<file path="config.mk">
export PLATFORM = sky130hd
export DESIGN_NAME = conv_frame_sequencer
export DESIGN_NICKNAME = d
export VERILOG_FILES = /design/src/rtl/conv_frame_sequencer.sv
export SDC_FILE = /design/constraint.sdc
export NUM_CORES = 1
export LEC_CHECK = 0
export ABC_AREA = 1
export CAP_MARGIN = 20
export CORE_UTILIZATION = 50
export CTS_CLUSTER_DIAMETER = 120
export DETAILED_ROUTE_END_ITERATION = 16
export PLACE_DENSITY = 0.76
export SYNTH_ARGS = -nofsm -noshare
export SYNTH_HDL_FRONTEND = slang
export SYNTH_SLANG_ARGS = --single-unit
</file>
<file path="constraint.sdc">
create_clock -name clk -period 1.5 [get_ports clk]
set_clock_uncertainty 0.1 [all_clocks]
set_input_delay 0.375 -clock clk [delete_from_list [all_inputs] [get_ports clk]]
set_output_delay 0.375 -clock clk [all_outputs]
set_load 0.01 [all_outputs]
</file>
<file path="src/rtl/conv_frame_sequencer.sv">
// Frame sequencer for the img_block + convolutor pair: scans the image RAM in raster
// order, aligns the convolutor enable to RAM read data and tags every real window result.
module conv_frame_sequencer #(
    parameter int N          = 100,
    parameter int K_SIZE     = 3,
    parameter int ADDR_WIDTH = 14,
    parameter int CONV_LAT   = 1,
    parameter int COORD_W    = $clog2(N)
) (
    input  logic                  clk,
    input  logic                  rst_n,
    input  logic                  start_i,
    input  logic                  hold_i,
    output logic                  mem_en_o,
    output logic [ADDR_WIDTH-1:0] mem_addr_o,
    output logic                  conv_en_o,
    output logic                  win_valid_o,
    output logic [COORD_W-1:0]    out_row_o,
    output logic [COORD_W-1:0]    out_col_o,
    output logic                  busy_o,
    output logic                  done_o
);

    typedef enum logic [1:0] {IDLE, FETCH, DRAIN, DONE} state_t;

    localparam logic [ADDR_WIDTH-1:0] LAST_ADDR  = ADDR_WIDTH'(N * N - 1);
    localparam logic [COORD_W-1:0]    LAST_COORD = COORD_W'(N - 1);
    localparam logic [COORD_W-1:0]    EDGE       = COORD_W'(K_SIZE - 1);
    localparam logic [COORD_W:0]      KS         = (COORD_W + 1)'(K_SIZE);

    state_t                state, state_next;
    logic                  issue;
    logic                  pending;
    logic                  win_hit;
    logic [ADDR_WIDTH-1:0] issue_cnt;
    logic [COORD_W-1:0]    pix_row, pix_col;
    logic [CONV_LAT-1:0]   vld;
    logic [COORD_W-1:0]    row_pipe [CONV_LAT];
    logic [COORD_W-1:0]    col_pipe [CONV_LAT];

    always_ff @(posedge clk or negedge rst_n) begin
        if (!rst_n) state <= IDLE;
        else        state <= state_next;
    end

    always_comb begin
        state_next = state;
        issue      = 1'b0;
        case (state)
            IDLE:  if (start_i) state_next = FETCH;
            FETCH: if (!hold_i) begin
                issue = 1'b1;
                if (issue_cnt == LAST_ADDR) state_next = DRAIN;
            end
            DRAIN: if (!mem_en_o && !conv_en_o && !pending) state_next = DONE;
            DONE:  state_next = IDLE;
            default: state_next = IDLE;
        endcase
    end

    // Window results still inside the delay line, excluding the one being presented now.
    always_comb begin
        pending = 1'b0;
        for (int i = 0; i < CONV_LAT - 1; i++) pending = pending | vld[i];
    end

    // Pixel is the bottom-right corner of a full window: row >= K-1 and col >= K-1.
    assign win_hit = conv_en_o
                   && (({1'b0, pix_row} + 1'b1) >= KS)
                   && (({1'b0, pix_col} + 1'b1) >= KS);

    always_ff @(posedge clk or negedge rst_n) begin
        if (!rst_n) begin
            issue_cnt  <= '0;
            mem_en_o   <= 1'b0;
            mem_addr_o <= '0;
            conv_en_o  <= 1'b0;
            pix_row    <= '0;
            pix_col    <= '0;
        end else begin
            mem_en_o  <= issue;
            conv_en_o <= mem_en_o;
            if (state == IDLE) begin
                issue_cnt <= '0;
            end else if (issue) begin
                issue_cnt <= issue_cnt + 1'b1;
            end
            if (issue)               mem_addr_o <= issue_cnt;
            else if (state == DONE)  mem_addr_o <= '0;
            if (state == IDLE) begin
                pix_row <= '0;
                pix_col <= '0;
            end else if (conv_en_o) begin
                if (pix_col == LAST_COORD) begin
                    pix_col <= '0;
                    pix_row <= pix_row + 1'b1;
                end else begin
                    pix_col <= pix_col + 1'b1;
                end
            end
        end
    end

    // conv_en_o means RAM data is valid this cycle; win_valid_o means the convolutor
    // data_o is a real window result this cycle. Neither has backpressure.
    always_ff @(posedge clk or negedge rst_n) begin
        if (!rst_n) begin
            vld <= '0;
            for (int i = 0; i < CONV_LAT; i++) begin
                row_pipe[i] <= '0;
                col_pipe[i] <= '0;
            end
        end else begin
            vld[0]      <= win_hit;
            row_pipe[0] <= win_hit ? pix_row - EDGE : '0;
            col_pipe[0] <= win_hit ? pix_col - EDGE : '0;
            for (int i = 1; i < CONV_LAT; i++) begin
                vld[i]      <= vld[i-1];
                row_pipe[i] <= row_pipe[i-1];
                col_pipe[i] <= col_pipe[i-1];
            end
        end
    end

    assign win_valid_o = vld[CONV_LAT-1];
    assign out_row_o   = row_pipe[CONV_LAT-1];
    assign out_col_o   = col_pipe[CONV_LAT-1];
    assign busy_o      = (state != IDLE);
    assign done_o      = (state == DONE);

endmodule

</file>
After elaboration in Yosys (flattened, before gate mapping). Index checks and enable logic that the tools add are counted. Widths: inputs -> output; s select.

Bits in registers: 61. Bits in latches: 0. RAM bits: 0. Output and inout port bits: 33. Memories kept: 0. Word-level logic and storage cells: 60. Input bits: 4. ROM bits: 0.

$lt $le $gt $ge: 2. Div/mod/pow operators: 0. Shift-type cells: 0. Add/sub/neg operators: 7. Bitwise logic cells: 0. Muxes and demuxes: 19. Equality and inequality tests: 9. Reductions and logical operators: 13. Multipliers: 0.

Operators by type and width (count): $mux 14 (4); $mux 7 (8); $add 7x1->8 const B (2); $ge 8x2->1 const B (2); $add 14x1->14 const B (1); $add 7x1->7 const B (2); $eq 14x14->1 const B (1); $sub 7x2->7 const B (2); $reduce_bool 2->1 (5); $mux 2 (4); $ne 2x2->1 const B (4); $pmux 2 s4 (1); $eq 7x7->1 const B (1); $eq 2x2->1 const B (2); $reduce_and 4->1 (1); $logic_and 1x1->1 (3); $eq 2x1->1 const B (1); $logic_not 1->1 (2); $logic_not 2->1 (1); $mux 1 (2); $reduce_and 2->1 (1).

Longest topological paths before layout. Gate-level depths: netlist of the first run.

Depth after elaboration: 5. Mapped depth: 10. Depth with buffers taken out: 10.

Worst setup path after synthesis of the first run. No wires, ideal clock.

Path type: register to register. Start: register pix_col[1]. End: register col_pipe (netlist bit out_col_o[1]). Path slack: -131 ps. Cell stages (with the launch flop): 11. Data arrival time: 1409 ps. Clock period less this slack: 1631 ps. Library setup time: 122 ps. Path buffers: 1. Required time: 1278 ps. Cell sequence: dfrtp_1 -> ha_1 -> nand2_1 -> nand2_1 -> nand2_1 -> nand3_1 -> nor2_1 -> nand3_2 -> nand3_4 -> buf_12 -> nor2_2.

Cells in the longest elaborated chain, start to end: 4. Elaborated cells between the ends (all ways): 5. Those cells by class: 2 x add/sub; 1 x order compare; 1 x mux; 1 x reduce/logical.

Ends and longest elaborated chain: start: declaration (line 36) `logic [COORD_W-1:0] pix_row, pix_col;`; start signal: assignment (line 98) `pix_col <= pix_col + 1'b1;`; $add 7x1->8 (line 70) `&& (({1'b0, pix_col} + 1'b1) >= KS);`; $ge 8x2->1 (line 70); $logic_and 1x1->1 (line 70); $mux 7 * (line 116) `col_pipe[0] <= win_hit ? pix_col - EDGE : '0;`; end signal: indexed assignment (line 120) `col_pipe[i] <= col_pipe[i-1];`; end: declaration (line 39) `logic [COORD_W-1:0] col_pipe [CONV_LAT];`.

Every way passes the cells marked *; elsewhere a longest branch is shown, timed or not. A chain may end at the register's enable or synchronous reset.

Worst setup path after layout of the first run.
Start: register pix_col[1]. End: register row_pipe (netlist bit out_row_o[3]).

Cells in the longest elaborated chain, start to end: 4.

Ends and longest elaborated chain: $add 7x1->8 (line 70); $ge 8x2->1 (line 70); $logic_and 1x1->1 (line 70); $mux 7 (line 115) `row_pipe[0] <= win_hit ? pix_row - EDGE : '0;`; end signal: indexed assignment (line 119) `row_pipe[i] <= row_pipe[i-1];`; end: declaration (line 38) `logic [COORD_W-1:0] row_pipe [CONV_LAT];`.

Every way passes these cells.

==> run summary, run 1 <==
The floorplan step set the die height to 79.6 um. For this design, the slowest cell found on the critical path is sky130_fd_sc_hd__dfrtp_2. The wire length after detailed routing is 8.95 mm, and the relative area change from synthesis to final layout is 54.5%. The min-delay analysis places its worst path in the category register to register.

The first global-routing pass estimated 12.9 mm of wire. The run gives 335 as the count of fill cells added during filler insertion. Tracing the worst setup path back leads to its startpoint at pix_col[1].

At the end of the flow, the number of nets in the layout was 471. The floorplan has 27 rows. The multiplexer share of the synthesized area was 0%; the average detailed-routed wire length per instance was 16.9 um.

The total area of sequential cells was 1530 um2; the internal reg-to-reg setup slack was -0.24 ns. Of all nets on the critical path, the largest fanout is 8. The Yosys step of the flow raised 0 warnings. The endpoint identified for the worst register-to-register timing path is out_row_o[3]. The run gives -0.236 ns as the post-layout worst setup margin.

The vias per cell was 5.50. The category of the worst setup path capture point was a register. The synthesized netlist devotes 10.7% of its cell area to compound gates. The post-route netlist has 43.6% of its cells at a drive strength greater than 1.

The maximum frequency from static timing analysis came out at 0.576 GHz. The run finished, with violations left. The first detailed-routing pass took 4 iterations. The actual transition at the worst max-transition pin is 0.409 ns. The via count of the first global-routing pass is 2785, and the power density over the cells is 1360 nW/um2. Measured along the x axis, the die boundary spans 79.6 um.

Largest stage delay on the critical path: 0.43 ns. The number of clock sinks seen by CTS is 61. The gate count of the mapped netlist was 340; the number of top-level pins was 37. In this run, distinct cell masters in the synthesized netlist total 30. TritonCTS built the clock tree. The number of synthesized register bits is 61. For this run, design rule violations remaining after detail routing come to 0. Synthesis produced a netlist with a net count of 357. The largest family of logic cells by synthesized area was simple AND/OR/NAND/NOR gates. Global routing used 26.8% of the available tracks. 0 antenna diodes ended up in the layout. In this run the deepest clock path goes through 2 buffers. Adder-cell share of the synthesized area: 5.40%. The detail route stage leaves a number of antenna-violating nets equal to 0. The DRC marker count from the first detailed-route iteration was 247. The parity-gate share of the synthesized area counting xor and xnor cells came out at 2.32%.

STA classifies the critical path startpoint as a register. The final critical path takes up 116% of the cycle. The logs give 59 for the final-report setup violation count and 0 for the total count of hold-check failures in the final report. The tools report the end of the critical path as out_row_o[3]. At the worst endpoint, the required time is 1.63 ns. Summed over all cells, the static leakage comes to 2.27 nW. The logs give 0 for the number of pins exceeding their max-slew limit in the final report and 6340 um2 for the floorplan die area. The global routing stage identified its most utilized layer as met2. The critical path contains buffers and inverters numbering 0 combined.

For this run, global-route usage on met1 was measured as 31.3%. Largest net degree at the start of global routing: 62. Data arrives at the worst endpoint at 1.87 ns.

Summing the areas of all and, or, nand and nor instances in the mapped netlist gives 22.5% of the synthesized area. Critical path class: register to register. Max-cap violations in this run came to 0. At the later pin of the worst-skew pair, clock insertion delay measures 0.34 ns. The clock tree synthesis step divided the H-tree into 3 levels. Sequential elements use 50.6% of the synthesized area.

For the final routed database, the setup TNS stands at -7.34 ns. The multi-input combinational cells in the finished layout cover a total of 1690 um2. The critical path goes through ha_4 > nand2_4 > nor2_1 > nand2_1 > a21oi_2 > nand3_2 > nand3_4 > nor2_2. The tools report the global placement routability congestion as 0.831. Setup repair after global routing could not meet its margin everywhere.

The path depth of the worst reg2reg path works out to 8. Summed over all nets, the half-perimeter wirelength after detailed placement is 4.90 mm. For the initial antenna violation count, the log shows 0. Among cell families on the critical path, the largest total delay comes from simple AND/OR/NAND/NOR gates. For the CTS buffer count, the log shows 9.

Counting buffers and inverters, the worst setup path is 8 cells deep. The average instance in the mapped netlist occupies 8.87 um2. The final route contains 2920 vias. Clock-pin slew was measured on the worst setup and hold paths at 0.07 ns.

For this run, global-route usage on met3 was measured as 4.69%. The placeable core region was 5640 um2; the time the final worst path needs with I/O delays and setup was 1.74 ns. The checks that failed: setup timing. At the placement stage, the worst setup path has a slack of -0.399 ns.

Startpoint of the most critical register-to-register path: pix_col[1]. The total overflow left after global routing is 0. The worst pin sits at a relative slew slack of 72.5%. The synthesized netlist occupies a cell area of 3010 um2. Clock root buffer: sky130_fd_sc_hd__clkbuf_8.

Global routing consumed, on the met2 layer, 47.0% of the routing resources. The number of buffers added on ports is 36, and the largest voltage drop on the vdd net is 1010 uV. Effective utilization at floorplan: 53.4%.
## placed cells by master, fill, tap and decap left out, types with 6 or more instances in the layout
cell type	instances
sky130_fd_sc_hd__o21ai_1	9
sky130_fd_sc_hd__dlygate4sd2_1	18
sky130_fd_sc_hd__buf_4	55
sky130_fd_sc_hd__o21ai_0	7
sky130_fd_sc_hd__nand2_2	12
sky130_fd_sc_hd__a21oi_1	7
sky130_fd_sc_hd__clkbuf_8	10
sky130_fd_sc_hd__inv_2	9
sky130_fd_sc_hd__nand3_2	8
sky130_fd_sc_hd__buf_6	14
sky130_fd_sc_hd__nand2_1	39
sky130_fd_sc_hd__nor2_2	21
sky130_fd_sc_hd__ha_4	6
sky130_fd_sc_hd__nand3_1	16
sky130_fd_sc_hd__clkdlybuf4s15_1	13
sky130_fd_sc_hd__xor2_1	6
sky130_fd_sc_hd__nor2_1	16
sky130_fd_sc_hd__inv_1	46
sky130_fd_sc_hd__dfrtp_1	56
sky130_fd_sc_hd__o22ai_2	18
## worst min-delay path by stage
stage	from	to	slack, ns	cells after the start
after CTS	mem_addr_o[9]	mem_addr_o[9]	0.43	2
after global placement	rst_n	out_col_o[2]	0.31	2
after floorplan	rst_n	conv_en_o	-0.02	0
after detailed placement	rst_n	out_col_o[2]	0.32	2
after global routing	mem_en_o	conv_en_o	0.44	1
final	mem_addr_o[4]	mem_addr_o[4]	0.43	2
## worst reg2reg max path: cells and delay by family (launching register included)
| family | cells | cell delay, ns |
|---|---|---|
| DFF | 1 | 0.43 |
| adders and majority gates | 1 | 0.17 |
| and+or+nand+nor | 6 | 0.75 |
| AOI/OAI and AO/OA | 1 | 0.18 |
## synthesized netlist by cell type, drive strengths merged
cell type	number	area (um2)
o21a	1	7.51
nor2	42	190
a211oi	1	7.51
clkbuf	1	3.75
nand3	28	173
nand4	4	25.0
o21ai	19	95.1
nor3	9	55.1
a21oi	11	73.8
inv	56	210
buf	5	40.0
xor2	6	52.6
xnor2	2	17.5
o22ai	22	138
dfrtp	61	1530
nand2	56	218
ha	13	163
or2	3	18.8
## layer usage
metal / vias up / part of all wire [%]
met5: - / 0
met1: 1436 / 40
li1: 1334 / -
met2: 122 / 53
met4: 0 / 2.6
met3: 28 / 5.1
## sequential cells by signal, summed over array words and instances (netlist names)
register / count
conv_en_o: 1
issue_cnt: 14
mem_addr_o: 14
mem_en_o: 1
out_col_o: 7
out_row_o: 7
pix_col: 7
pix_row: 7
state: 2
win_valid_o: 1
## kinds of logic (layout without fill, tap and decap cells)
| family | after synthesis | count (layout) |
|---|---|---|
| AOI/OAI and AO/OA | 54 | 54 |
| xor gates and xnor gates | 8 | 8 |
| adders and majority gates | 13 | 13 |
| buffers and inverters | 62 | 179 |
| DFF | 61 | 61 |
| and+or+nand+nor | 142 | 144 |
## through the flow
stage | cells | hold WS (ns) | power [mW] | utilization [%] | area [um2]
after global routing | 531 | 0.437 | 6.60 | 82.5 | 4660
after detailed placement | 491 | 0.315 | 3.92 | 68.2 | 3850
after CTS | 520 | 0.426 | 5.81 | 76.1 | 4290
after global placement | 491 | 0.307 | 3.87 | 68.2 | 3850
after floorplan | 340 | -0.0206 | 3.04 | - | 3070
final | 531 | 0.429 | 6.33 | 82.5 | 4660
## area by class of cell
type                       count  area share, %
inverter                      56           4.59
clock inverter                 4           1.02
tap                           72           1.93
clock buffer                  12           3.12
timing repair buffer         107           20.2
multi-input combinational    219           36.3
sequential                    61           32.9
## power breakdown
part | leakage, nW | internal [mW] | switching, mW | total (mW)
clock network | 0.0964 | 0.809 | 0.673 | 1.48
registers | 0.835 | 1.80 | 0.164 | 1.96
logic | 1.34 | 1.31 | 1.57 | 2.89
## repair_timing
| action | in CTS | in global routing |
|---|---|---|
| pin swaps | 16 | 31 |
| endpoints found under the hold margin | 61 | 0 |
| resized for setup | 96 | 79 |
| setup endpoints to repair | 91 | 72 |
| cloned | 2 | 0 |
| buffers inserted | 10 | 13 |
| hold buffers | 1 | 0 |
(Power assumes the default switching activity.)
==> inputs of run 2 (changes only) <==
CAP_MARGIN = 10   (was 20)
CORE_UTILIZATION = 60   (was 50)
PLACE_DENSITY = 0.85   (was 0.76)
clock period = 2.2 ns   (was 1.5 ns; I/O delays follow)
==> run 2 against run 1 <==
Effect of this change: via count shrank 16%; wire length fell by 28%; core utilization shrank 6.5 points; global-route usage increased by 0.98 points; sequential share of layout area grew 9.1 points; the run now ends clean; clock power shrank 42%; clock-buffer cell count did not move; final cell count fell by 14%; register-to-register slack better by 0.55 ns; largest power group is now sequential cells.
==> run summary, run 2 (synthesis gave the netlist of run 1 again) <==
The largest net degree at the start of global routing was 62; the clock-pin slew on the worst setup and hold paths was 0.07 ns. Global route total overflow: 0. Adding up every negative setup slack in the final design gives 0 ns. The largest stage delay on the critical path was 0.58 ns; the number of clock sinks seen by CTS was 61. The via count of the first global-routing pass came out at 2348. After layout, the worst path uses 93.3% of the clock period. The remaining design rule violation count was 0. The vias per cell was 5.36. For this design the top-level I/O count stands at 37. The critical path starts at conv_en_o.

The later pin in the worst-skew pair is clocked with a latency of 0.35 ns. Type of the most critical hold path: input pin to asynchronous set/reset pin. The CTS buffer count is 9, and the relative area change from synthesis to final layout is 20.7%.

The category of the worst setup path capture point is a primary output. The buffering stage count on the worst path with inverters included was 1; the post-detailed-route count of antenna-violating nets was 0. For this design the static power due to leakage is 1.74 nW. For this block, the routed nets add up to 6.46 mm of wire. The time the final worst path needs with I/O delays and setup was 2.05 ns; the average detailed-routed wire length per instance was 14.1 um.

The worst setup path is launched from a register. Required time of the critical path: 1.55 ns. The power density over the cells came out at 906 nW/um2. Path depth of the worst reg2reg path: 8. Global routing used 27.8% of the available tracks. In this run the worst path has a maximum fanout of 5. Reg-to-reg critical path endpoint: out_row_o[2].

The initial antenna violation count was 0. Leaving out fill and tap cells, the most frequent cells in the layout are 61 x sky130_fd_sc_hd__dfrtp_1, 53 x sky130_fd_sc_hd__inv_1, 53 x sky130_fd_sc_hd__nand2_1. The total count of hold-check failures in the final report was 0. The cell sitting at the root of the clock tree is a sky130_fd_sc_hd__clkbuf_8. The reported max-cap violation count is 0.

The clock passes through at most 2 buffers. The area after detailed placement is 3460 um2. From left edge to right edge, the die measures 72.9 um. The critical path class is register to primary output. Setup violations remaining at the end of the flow were counted as 0.

The tools report the global-route wire length before repair as 10.9 mm. The cell at the slowest stage of the critical path was sky130_fd_sc_hd__clkdlybuf4s50_1. Setup repair after global routing left no endpoint under its margin. Once layout is complete, the cells apart from fillers number 458. The floorplan has 25 rows. The run finished with clean final reports.

In this run the critical register-to-register path is launched from pix_col[1]. Number of pins exceeding their max-slew limit in the final report: 0. The library cell used most frequently in the layout, excluding fill and tap cells, is sky130_fd_sc_hd__dfrtp_1. The die span in y is 72.9 um, and the number of buffers added on ports is 36. The largest registers in the layout are issue_cnt (14), mem_addr_o (14). The internal reg-to-reg setup slack was 0.31 ns. The kind of cell with the highest combined delay along the critical path is buffers and inverters. 0 antenna diodes ended up in the layout. The max-slew headroom at the worst pin is 73.9%.

TritonCTS built the clock tree. The largest voltage drop on the vdd net was 723 uV; the effective utilization at floorplan was 63.0%. Data arrives at the worst endpoint at 1.40 ns. The maximum frequency from static timing analysis is 0.487 GHz, and the DRC marker count from the first detailed-route iteration is 184.

At the end of routability-driven placement, the weighted congestion stood at 0.882. The number of placed instances, taps included, is 442. The die covers 5310 um2. The total via count after detailed routing is 2456, and the placeable core region is 4790 um2.

The actual transition at the worst max-transition pin was 0.388 ns; the total half-perimeter wirelength after legalization and detailed placement was 4.33 mm. The post-route netlist has 12.8% of its cells at a drive strength greater than 1. At the end of the flow, the number of nets in the layout was 405.

CTS built an H-tree with a depth of 3. Traced cell by cell, the critical path runs through clkdlybuf4s50_1. The count of fill cells added during filler insertion was 372; the detailed-router iteration count before antenna repair was 5. The finished cells cover 3640 um2.
[run 2: cell count changes in the layout (fill, tap and decap cells not counted), sizes merged, moves of 2 or more]
cell	change
dlygate4sd2	-16
clkdlybuf4s50	+31
clkdlybuf4s15	-13
clkinvlp	-2
buf	-65
[run 2: power by group]
part / internal [mW] / leakage, nW / switching (mW)
registers: 1.22 / 0.842 / 0.104
clock network: 0.454 / 0.0881 / 0.411
logic: 0.418 / 0.809 / 0.686
total: 2.09 / 1.74 / 1.20
[run 2: through the flow]
step	utilization, %	hold WS, ns	power, mW	setup slack, ns
CTS	76.0	0.122	3.30	0.154
finish	76.0	0.103	3.30	0.147
detailed placement	72.3	0.323	2.41	0.0924
floorplan	-	0.154	2.04	0.394
global placement	72.3	0.316	2.36	0.128
global route	76.0	0.142	3.48	0.100
[run 2: worst max-delay path by stage]
stage          depth (start not counted)            end  slack (ns)
2_1_floorplan                          5         busy_o        0.39
4_1_cts                                1      conv_en_o        0.15
6_report                               1      conv_en_o        0.15
3_3_place_gp                           9  issue_cnt[10]        0.13
5_1_grt                                1      conv_en_o        0.10
3_5_place_dp                           9  issue_cnt[10]        0.09
[run 2: repair_timing]
action | in CTS | in global routing
setup endpoints to repair | 1 | 0
setup buffers | 2 | 0
resized for setup | 2 | 0
hold buffers | 0 | 0
[run 2: final cells by class]
class	count	area, um2	share of cell area, %
well taps	67	83.8	2.30
clock buffers	12	155	4.27
flip-flops and latches	61	1530	42.0
clock inverters	2	10.0	0.275
multi-input cells	217	1230	33.9
inverters	56	210	5.78
repair buffers	43	418	11.5
[run 2: per-layer routing]
layer	GRT usage (%)	wire length, um
met1	34.5	2820
met3	6.22	352
met5	0	0
met4	12.9	127
met2	46.3	3160
==> inputs of run 3 (changes only) <==
RECOVER_POWER = 50   (was default)
==> run 3 against run 2 <==
Effect of this change: sequential power about the same; final area down 0.65%; wire length down 0.45%; sequential cell count unchanged; clock power about the same; setup slack better by 0.0058 ns; die area unchanged; sequential share of layout area up 0.28 points; critical path type unchanged.
==> run summary, run 3 (synthesis gave the netlist of run 1 again) <==
The run finished with clean final reports. Critical path class: register to primary output. The capture endpoint of the worst hold path is conv_en_o.

In this run the critical register-to-register path is launched from state[0]. The area growth from synthesis to layout is 19.9%. In the layout the commonest cells are 61 x sky130_fd_sc_hd__dfrtp_1, 53 x sky130_fd_sc_hd__inv_1, 53 x sky130_fd_sc_hd__nand2_1.

Kind of cell adding the most delay to the critical path: buffers and inverters. Type of the most critical hold path: register to register. Largest net degree at the start of global routing: 62. The clock tree buffer depth is 2. For the largest voltage drop on the vdd net, the log shows 708 uV. The worst path uses 93.0% of the clock period.

The critical path arrival was 1.40 ns; the global-route wire length before repair was 10.9 mm. After global routing the overflow that remains totals 0. For the internal reg-to-reg setup slack, the log shows 0.23 ns. Buffers placed on the I/O ports in this run total 36.

The maximum frequency from static timing analysis came out at 0.489 GHz. In the routed design, unresolved DRC markers number 0. The met2 layer usage reported by global route was 46.3%. TritonCTS built the clock tree.

In this run the worst path has a maximum fanout of 5. In this run the remaining antenna-violating nets after routing total 0. Counting instances, the worst hold path has a depth of 0.

The clock network burns 26.3% of the power. The clock reaches the later pin of the worst-skew pair after 0.34 ns. The tools report the reg-to-reg critical path endpoint as pix_row[2]. The repair_antennas step left the layout with diodes totalling 0. Global routing consumed, on the met1 layer, 34.5% of the routing resources. Busiest layer in global routing: met2. At the end of routability-driven placement, the weighted congestion stood at 0.882.

Internal power comes to 2.07 mW. CTS saw 61 sinks. The logs give 215 for the DRC marker count from the first detailed-route iteration and 1.20 mW for the reported net switching power.

The number of hold buffers added after CTS was 0. The clock-pin slew on the worst setup and hold paths was 0.06 ns; the effective utilization at floorplan was 63.0%. In this run, flip-flops and latches consume 40.5% of the power. Using the TritonRoute via totals, the vias-per-cell ratio works out to 5.38.

The library cell used most frequently in the layout, excluding fill and tap cells, is sky130_fd_sc_hd__dfrtp_1. Fill cells in the final layout number 375. The setup TNS is 0 ns, and the total chip power is 3.27 mW.

Largest stage delay on the critical path: 0.58 ns. The largest registers in the layout are issue_cnt (14), mem_addr_o (14). For the CTS buffer count, the log shows 9. The leakage dissipation is 1.73 nW. Setup repair after global routing left no endpoint under its margin. For this block, the via count after detailed routing is 2465. After floorplanning, the core was divided into 25 placement rows. The proportion of total power due to net switching came out at 36.7%. The type of origin of the critical path is a register. The region available for standard cell placement spans 4790 um2. In this run the count of I/O pins placed on the die edge is 37. The signal on the critical path passes through clkdlybuf4s50_1.

For met3 alone, demand over resource in global routing was 6.22%. The actual transition at the worst max-transition pin was 1.43 ns. Global routing used 27.8% of the available tracks. Launch instance of the worst min-delay path: mem_en_o.

The cell at the slowest stage of the critical path is sky130_fd_sc_hd__clkdlybuf4s50_1. From left edge to right edge, the die measures 72.9 um. The die covers 5310 um2. The reported max-cap violation count came out at 0.

The worst path in the final design needs a cycle of 2.05 ns, including I/O delays and setup. For the number of pins exceeding their max-slew limit in the final report, the log shows 0. The die span in y is 72.9 um, and the wire length after detailed routing is 6.43 mm.

Power density over the cells: 906 nW/um2. The post-route netlist has 12.5% of its cells at a drive strength greater than 1. Initial antenna violation count: 0. The proportion of power drawn by combinational gates is 33.2%.

The clock tree synthesis step divided the H-tree into 3 levels. The buffering stage count on the worst path with inverters included is 1, and the average detailed-routed wire length per instance is 14.0 um. At the worst endpoint, the required time is 1.55 ns. For the detailed-router iteration count before antenna repair, the log shows 5. The category of the worst setup path capture point was a primary output. The worst register-to-register path has a depth of 7.

The run gives 4.51% as the max-slew headroom at the worst pin. The root buffer cell chosen for the clock tree is sky130_fd_sc_hd__clkbuf_8. The total count of hold-check failures in the final report is 0. The logs give 4.33 mm for the total half-perimeter wirelength after legalization and detailed placement and 2348 for the via count of the first global-routing pass.

The layout net count is 405. Final-report setup violation count: 0.
run 3: final cells by class:
cell class              instances  area, um2  area share [%]
flip-flops and latches         61       1530            42.2
multi-input cells             217       1230            34.1
repair buffers                 43        394            10.9
inverters                      56        210            5.82
clock buffers                  12        155            4.29
well taps                      67       83.8            2.32
clock inverters                 2       10.0           0.277
run 3: repair_timing:
| action | in CTS | in global routing |
|---|---|---|
| setup buffers | 2 | 0 |
| gates resized for setup | 2 | 0 |
| endpoints found under the setup margin | 1 | 0 |
run 3: worst max path at each step:
| stage | from | depth (start not counted) | end | slack [ns] |
|---|---|---|---|---|
| after floorplan | state[0] | 5 | busy_o | 0.39 |
| after global placement | hold_i | 9 | issue_cnt[10] | 0.13 |
| after detailed placement | hold_i | 9 | issue_cnt[10] | 0.09 |
| after CTS | conv_en_o | 1 | conv_en_o | 0.15 |
| after global routing | state[0] | 10 | issue_cnt[10] | 0.07 |
| final | conv_en_o | 1 | conv_en_o | 0.15 |
run 3: power by group through the flow:
stage / Clock, mW / Combinational, mW / Sequential, mW
5_1_grt: 0.920 / 1.20 / 1.34
3_3_place_gp: 0 / 1.01 / 1.34
2_1_floorplan: 0 / 0.700 / 1.34
3_5_place_dp: 0 / 1.06 / 1.35
4_1_cts: 0.873 / 1.10 / 1.32
6_report: 0.862 / 1.09 / 1.33
run 3: stage by stage:
step	cell area, um2	hold WS (ns)	cells	worst slack (ns)	utilization [%]
CTS	3640	0.122	458	0.154	76.0
detailed placement	3460	0.323	442	0.0924	72.3
global placement	3460	0.316	442	0.128	72.3
floorplan	3010	0.154	340	0.394	-
finish	3610	0.354	458	0.153	75.5
global route	3610	0.368	458	0.0687	75.5
run 3: metal layers:
layer / up-vias / part of all wire [%]
li1: 1197 / -
met1: 1166 / 44
met2: 85 / 49
met3: 17 / 5.1
met4: 0 / 2.5
met5: - / 0
